==> config.mk <==
export PLATFORM = sky130hd
export DESIGN_NAME = alu_shift_sequencer
export DESIGN_NICKNAME = d
export VERILOG_FILES = /design/src/rtl/alu_shift_sequencer.sv
export SDC_FILE = /design/constraint.sdc
export NUM_CORES = 1
export LEC_CHECK = 0
export CORE_MARGIN = 2
export CORE_UTILIZATION = 40
export DETAILED_ROUTE_END_ITERATION = 7
export GPL_TIMING_DRIVEN = 0
export SYNTH_ARGS = -nofsm -noshare
export SYNTH_HDL_FRONTEND = slang
export SYNTH_SLANG_ARGS = --single-unit
==> constraint.sdc <==
create_clock -name clk -period 2.6 [get_ports clk]
set_clock_uncertainty 0.05 [all_clocks]
set_input_delay 0.52 -clock clk [delete_from_list [all_inputs] [get_ports clk]]
set_output_delay 0.52 -clock clk [all_outputs]
set_load 0.01 [all_outputs]
==> src/rtl/alu_shift_sequencer.sv <==
// Multi-cycle shift sequencer around a 3-bit-amount, single-fill-bit left
// shift stage. Right shifts are done by bit-reversing in and out of that
// stage. One request at a time through a start/busy/done handshake.
module alu_shift_sequencer #(
    parameter int WIDTH    = 32,
    parameter int STEP_MAX = 7
) (
    input  logic             clk,
    input  logic             rst,
    input  logic             start,
    input  logic [1:0]       op,
    input  logic [WIDTH-1:0] data_in,
    input  logic [4:0]       sh_amt,
    output logic             busy,
    output logic             done,
    output logic [WIDTH-1:0] result,
    output logic             err
);

    typedef enum logic [1:0] {
        S_IDLE  = 2'd0,
        S_SHIFT = 2'd1,
        S_DONE  = 2'd2
    } state_t;

    localparam logic [1:0] OP_SLL = 2'b00;
    localparam logic [1:0] OP_SRL = 2'b01;
    localparam logic [1:0] OP_SRA = 2'b10;
    localparam logic [1:0] OP_ILL = 2'b11;

    localparam logic [4:0] STEP_LIM = 5'(STEP_MAX);

    function automatic logic [WIDTH-1:0] bit_rev(input logic [WIDTH-1:0] v);
        logic [WIDTH-1:0] r;
        for (int i = 0; i < WIDTH; i++) r[i] = v[WIDTH-1-i];
        return r;
    endfunction

    state_t           state_q, state_d;
    logic [1:0]       op_q, op_d;
    logic [4:0]       rem_q, rem_d;
    logic [WIDTH-1:0] work_q, work_d;
    logic             fill_q, fill_d;
    logic [WIDTH-1:0] result_q, result_d;
    logic             err_q, err_d;

    logic [2:0]       step;
    logic [4:0]       rem_after;
    logic [WIDTH-1:0] fill_mask;
    logic [WIDTH-1:0] shifted;
    logic             is_right;

    // Next-state, operand latching and per-cycle shift step.
    always_comb begin
        state_d   = state_q;
        op_d      = op_q;
        rem_d     = rem_q;
        work_d    = work_q;
        fill_d    = fill_q;
        result_d  = result_q;
        err_d     = err_q;
        step      = 3'd0;
        rem_after = rem_q;
        fill_mask = '0;
        shifted   = work_q;
        is_right  = (op == OP_SRL) || (op == OP_SRA);

        case (state_q)
            S_IDLE, S_DONE: begin
                if (start) begin
                    op_d    = op;
                    rem_d   = sh_amt;
                    work_d  = is_right ? bit_rev(data_in) : data_in;
                    fill_d  = (op == OP_SRA) && data_in[WIDTH-1];
                    err_d   = 1'b0;
                    state_d = S_SHIFT;
                end else if (state_q == S_DONE) begin
                    err_d   = 1'b0;
                    state_d = S_IDLE;
                end
            end
            S_SHIFT: begin
                // Illegal op finishes in one cycle with the operand untouched.
                if (op_q == OP_ILL) begin
                    step      = 3'd0;
                    rem_after = 5'd0;
                end else begin
                    step      = (rem_q > STEP_LIM) ? STEP_LIM[2:0] : rem_q[2:0];
                    rem_after = rem_q - {2'b00, step};
                end
                fill_mask = ~({WIDTH{1'b1}} << step);
                shifted   = (work_q << step) | (fill_q ? fill_mask : '0);
                work_d    = shifted;
                rem_d     = rem_after;
                if (rem_after == 5'd0) begin
                    state_d  = S_DONE;
                    result_d = ((op_q == OP_SRL) || (op_q == OP_SRA)) ? bit_rev(shifted) : shifted;
                    err_d    = (op_q == OP_ILL);
                end
            end
            default: state_d = S_IDLE;
        endcase
    end

    // State and datapath registers; reset aborts any operation in flight.
    always_ff @(posedge clk or posedge rst) begin
        if (rst) begin
            state_q  <= S_IDLE;
            op_q     <= OP_SLL;
            rem_q    <= '0;
            work_q   <= '0;
            fill_q   <= 1'b0;
            result_q <= '0;
            err_q    <= 1'b0;
        end else begin
            state_q  <= state_d;
            op_q     <= op_d;
            rem_q    <= rem_d;
            work_q   <= work_d;
            fill_q   <= fill_d;
            result_q <= result_d;
            err_q    <= err_d;
        end
    end

    assign busy   = (state_q == S_SHIFT);
    assign done   = (state_q == S_DONE);
    assign result = result_q;
    assign err    = err_q;

endmodule

# Word level (Yosys, flattened, before mapping)
# Cells that the tools add are included.
word_totals:
  regBits: 75
  in_bits: 42
  out_inout_bits: 35
  word_cells: 55
classes:
  add_sub_neg: 1
  order_cmp: 1
  eq_ne: 10
  shift: 2
  mux: 20
  bitwise_logic: 2
  n_reduce_logical: 12
op_table:
  columns: ["op", "count"]
  rows:
  - ["$mux W32", 4]
  - ["$pmux W32 S2", 1]
  - ["$not A32 Y32", 1]
  - ["$or A32 B32 Y32", 1]
  - ["$shl A32 B3 Y32", 1]
  - ["$shl A32 B3 Y32 const A", 1]
  - ["$mux W5", 3]
  - ["$pmux W5 S2", 1]
  - ["$mux W3", 3]
  - ["$eq A2 B2 Y1 const B", 4]
  - ["$reduce_and A2 Y1", 4]
  - ["$eq A2 B1 Y1 const B", 3]
  - ["$mux W2", 3]
  - ["$gt A5 B3 Y1 const B", 1]
  - ["$logic_not A5 Y1", 1]
  - ["$sub A5 B3 Y5", 1]
  - ["$pmux W2 S2", 1]
  - ["$mux W1", 3]
  - ["$ne A3 B3 Y1 const B", 1]
  - ["$reduce_and A3 Y1", 1]
  - ["$logic_not A2 Y1", 1]
  - ["$logic_or A1 B1 Y1", 2]
  - ["$ne A2 B1 Y1 const B", 1]
  - ["$ne A2 B2 Y1 const B", 1]
  - ["4 further kinds", 4]

# Logic depth before layout (Yosys ltp)
depth:
  word_depth: 9
  ltp_mapped: 13
  mapped_depth_nobuf: 10

# Worst setup path after synthesis
# No wires, ideal clock.
synth_path:
  path_kind: "register to register"
  start: "register rem_q[4]"
  end: "register result_q[9], in the netlist result[9]"
  setup_ps: 126
  arrival_time_ps: 2412
  t_required_ps: 2424
  slack_ps: 12
  path_stages_with_launch: 14
  path_buffers: 3
  synth_period_minus_slack_ps: 2588
  cell_sequence: "dfrtp_1 > buf_6 > buf_2 > or2_2 > nand2b_1 > ha_1 > a21o_1 > a32oi_1 > nand4_1 > inv_2 > nand2_1 > clkbuf_1 > nor2_1 > a221o_1"
synth_via:
  elab_chain_cells: 9
  elab_cells_between_ends: 15
  classes_between: "1 x add/sub; 1 x order compare; 2 x shift; 7 x mux; 2 x bitwise; 2 x reduce/logical"
synth_rtl:
  columns: ["element", "line", "source"]
  rows:
  - ["start, declared", "41", "logic [4:0] rem_q, rem_d;"]
  - ["start signal, assigned", "118", "rem_q <= rem_d;"]
  - ["branches (longest 9 deep; another with $gt A5 B3 Y1)", null, null]
  - ["end signal, assigned", "121", "result_q <= result_d;"]
  - ["end, declared", "44", "logic [WIDTH-1:0] result_q, result_d;"]
# Several ways; the timed one is not identified. The select of a mux whose other input is x is not followed.
# A chain may end at the register's enable or synchronous reset.

# Final worst setup path
layout_path:
  start: "register op_q[0]"
  end: "register work_q[11]"
layout_via:
  elab_chain_cells: 8
  elab_cells_between_ends: 9
  classes_between: "1 x eq/ne; 2 x shift; 4 x mux; 2 x bitwise"
layout_rtl:
  columns: ["element", "line", "source"]
  rows:
  - ["start, declared", "40", "logic [1:0] op_q, op_d;"]
  - ["start signal, assigned", "117", "op_q <= op_d;"]
  - ["$eq A2 B2 Y1 (*)", "84", "if (op_q == OP_ILL) begin"]
  - ["$mux W3 (*)", "84", null]
  - ["$mux W3 (*)", "68", "case (state_q)"]
  - ["$shl A32 B3 Y32", "91", "fill_mask = ~({WIDTH{1'b1}} << step);"]
  - ["$not A32 Y32", "91", null]
  - ["$mux W32", "92", "shifted = (work_q << step) | (fill_q ? fill_mask : '0);"]
  - ["$or A32 B32 Y32 (*)", "92", null]
  - ["$pmux W32 S2 (*)", "68", null]
  - ["end signal, assigned", "119", "work_q <= work_d;"]
  - ["end, declared", "42", "logic [WIDTH-1:0] work_q, work_d;"]
# Every way passes the cells marked *; elsewhere a longest branch is shown, timed or not. The select of a mux whose other input is x is not followed.

==> results by stage <==
Logic synthesis:
- In this run the mean area of a mapped cell was about 9.2 µm².
- Of the post-synthesis cell area, the dominant cell type holds between 30 and 40%.
- Sequential elements use between 30% and 40% of the synthesized area.
- Synthesis produced a netlist with a net count of between 600 and 700.
- The dominant synthesized flop cell is dfrtp_1.
- The unique cell type count in the Yosys netlist is between 60 and 70.
- Counting every instance in the synthesized netlist gives ~600.
- Of all cell types, the one taking the most synthesized area is dfrtp_1.
- The synthesized design contains 75 register bits.
- Ranked by total cell area, the synthesized netlist is headed by dfrtp_1, mux2i_1, a221o_1.
- The fraction of registers with async set/reset is 100.0%.
- In this run, synthesis inferred 0 flip-flops with an integrated enable.
- The number of warnings reported in the yosys synthesis log is 0.
- After synthesis the cells add up to between 5000 and 6000 µm².

Detailed routing:
- The detailed router placed roughly 5900 vias in this run.
- Once detail routing completed, the nets flagged for antenna violations numbered 0.
- The DRC violations left is 0.
- The DRC violation total after the first TritonRoute iteration is 583.
- The average vias per placed instance is between 6 and 7.
- After detailed routing, the average wire length per cell comes to approximately 26 µm.
- The routed design has approximately 23000 µm of wire.
- The number of optimization iterations in the first detailed-route pass is 7.

Die:
- The chip width is 121.1 µm.
- During I/O placement, the number of pins put on the boundary was 77.
- The initial core utilization is 41.26%.
- The full die area is around 15000 µm².
- The floorplan step set the die height to roughly 120 µm.
- After floorplanning, the core was divided into 42 placement rows.
- In this run the standard cell core region covers approximately 13000 µm².

Clocking:
- The number of clock buffers added by TritonCTS is 9.
- The tree is rooted in a clkbuf_16.
- The TritonCTS sink count is 75.
- No sink is reached through more buffers than the 2 on the longest clock path.
- In this run, post-CTS hold repair placed 0 buffers.
- Clock-pin slew was measured on the worst setup and hold paths at roughly 0.060 ns.
- The total number of H-tree levels is 3.
- The clock latency reported for the late side of the worst-skew pair is 0.35 ns.
- TritonCTS built the clock tree.

Finish:
- After the last flow step, the layout net total stands at ~770.
- Compared with the post-synthesis result, the final layout area differs by 39.53%.
- The fill cell total of the finished layout is roughly 1200.
- The number of diodes added for antenna fixing is 0.
- The final non-filler cell area is roughly 7700 µm².
- The post-route netlist has around a quarter of its cells at a drive strength greater than 1.

Worst setup path:
- The critical path is of the register to register type.
- For the worst setup path, the data required time is between 2 and 3 ns.
- The first element of the critical path is op_q[0].
- At the worst endpoint, the arrival time is between 2 and 3 ns.
- The worst setup path is launched from a register.
- The worst register-to-register path begins at op_q[0].
- The type of destination of the critical path is a register.
- The highest fanout seen on the critical path is 10.

STA:
- At the pin with the least slew margin, the transition time is between 0.9 and 1 ns.
- Headroom to the max-slew limit came out at roughly two fifths.
- The number of max-slew violations in the final report was 0.
- The tightest hold path in the finished design has a slack of between 0.4 and 0.5 ns.
- Static timing analysis puts the maximum clock frequency at 386.8 MHz.
- The clock period could shrink to approximately 2.6 ns.
- Setup repair after global routing could not meet its margin everywhere.
- The final-report setup violation count is 0.
- The final critical path takes up between 90% and 100% of the cycle.
- The final-report hold violation count is 0.

Hold path:
- In this run the worst hold path is classified as register to register.
- The worst hold path begins at result[11].

GRT:
- The number of antenna violations at the first check in global routing was 0.
- The global-route wire length before repair is between 30000 and 40000 µm.
- Summed over all layers, the global routing overflow is 0.
- Entering global routing, the biggest net connects 47 pins.
- The number of global-route vias before repair is about 5600.
- Global routing used between 30% and 40% of the available tracks across all layers.

Place:
- After legalization and detailed placement, the total HPWL measured 17010 µm.
- The post-detailed-placement cell area is approximately 6500 µm².
- During placement, the flow inserted port buffers numbering 76.
- Routability-driven placement finished with a final weighted congestion of 0.9792.

Job:
- The max-capacitance violation count is 0.

Run status:
- The flow ran to the end, and the final reports show no timing, DRC or antenna violations.
[metal layers]
layer / track usage, % / wire length, µm
met1: 46.84 / 10470
met2: 46.63 / 10100
met3: 6.767 / 2096
met4: 10.61 / 636
met5: 0 / 0
[critical path, stage by stage, from the launching register on]
cell and delay [ns]:
dfrtp_1 0.35, ha_2 0.28, buf_4 0.25, buf_4 0.23, clkbuf_4 0.25, nand2b_1 0.12, o211ai_1 0.16, a22oi_2 0.22
o221ai_2 0.20, a221o_1 0.34
[layout by cell type (no fill, tap or decap), types with 8 or more instances in the layout]
cell type        count
clkbuf_16           12
a221o_1             27
clkdlybuf4s50_1     76
a21oi_1             17
and2_1               8
a22oi_1             11
o21ai_0             10
nand2_1             71
o221ai_1            30
buf_2                9
clkbuf_1            13
nor2b_1             11
dfrtp_1             75
mux2i_1             58
buf_6               12
buf_4               38
nor2_1              46
nor4b_1             10
[synthesized netlist by cell type (5+ instances only)]
master,count
dfrtp_1,75
nand2_1,73
mux2i_1,67
nor2_1,54
o221ai_1,32
a221o_1,28
clkbuf_1,26
a21oi_1,23
buf_2,19
a22oi_1,14
nor2b_1,12
nor4b_1,10
o21ai_0,10
a211oi_1,9
nand2b_1,9
nor3_1,9
and2_1,8
a221oi_1,7
nand3_1,7
inv_1,6
o211ai_1,6
and3_1,5
buf_6,5
mux2_2,5
mux4_2,5
o22ai_1,5
[final cells by class]
class	count	area, µm²	share of cell area [%]
clock inverter	2	60.06	0.7847
tap	176	220.2	2.877
sequential	75	1877	24.52
clock buffer	12	256.5	3.351
buffer	55	455.4	5.951
inverter	10	48.80	0.6376
multi-input combinational	459	3647	47.65
timing repair buffer	112	1089	14.22
[worst paths after layout]
path / to / slack, ns / cells past startpoint
max: work_q[11] / 0.01 / 9
max reg2reg: work_q[11] / 0.01 / 9
min in group asynchronous: result[12] / 0.47 / 2
min: result[11] / 0.43 / 2
min reg2reg: result[11] / 0.43 / 2
max in group asynchronous: work_q[1] / 1.45 / 3
[state kept, by name (all words and copies together), names as in the netlist]
register and cells:
err 1, op_q 2, result 32, fill_q 1, work_q 32, state_q 2, rem_q 5
[metrics by stage]
stage                     setup TNS, ns  utilization, %  setup slack, ns  cells
after detailed placement         -36.47           48.86          -0.8932    852
after global placement          -124.11           48.64           -1.153    851
final                                 0           57.57          0.01495    901
after global routing            -0.1210           57.57         -0.03986    901
after floorplan                       0               -          0.01220    599
after CTS                             0           54.30         0.009968    877
[repair_timing]
action | CTS | global route
setup buffers | 10 | 23
gates cloned | 1 | 1
endpoints found under the hold margin | 0 | 0
pin swaps | 11 | 9
gates resized for setup | 83 | 65
setup endpoints to repair | 61 | 66
[logic make-up (layout without fill, tap and decap cells)]
logic type                 after synthesis  count (layout)  synth area share, %
muxes                                   78              78                15.56
adders and majority gates                3               3               0.6844
buffers and inverters                   65             191                5.771
DFF                                     75              75                34.22
and+or+nand+nor                        210             210                19.30
AOI/OAI and AO/OA                      168             168                24.48
Power is not shown: default switching activity piles up to over one toggle a cycle in this logic, so the estimate is an artifact.
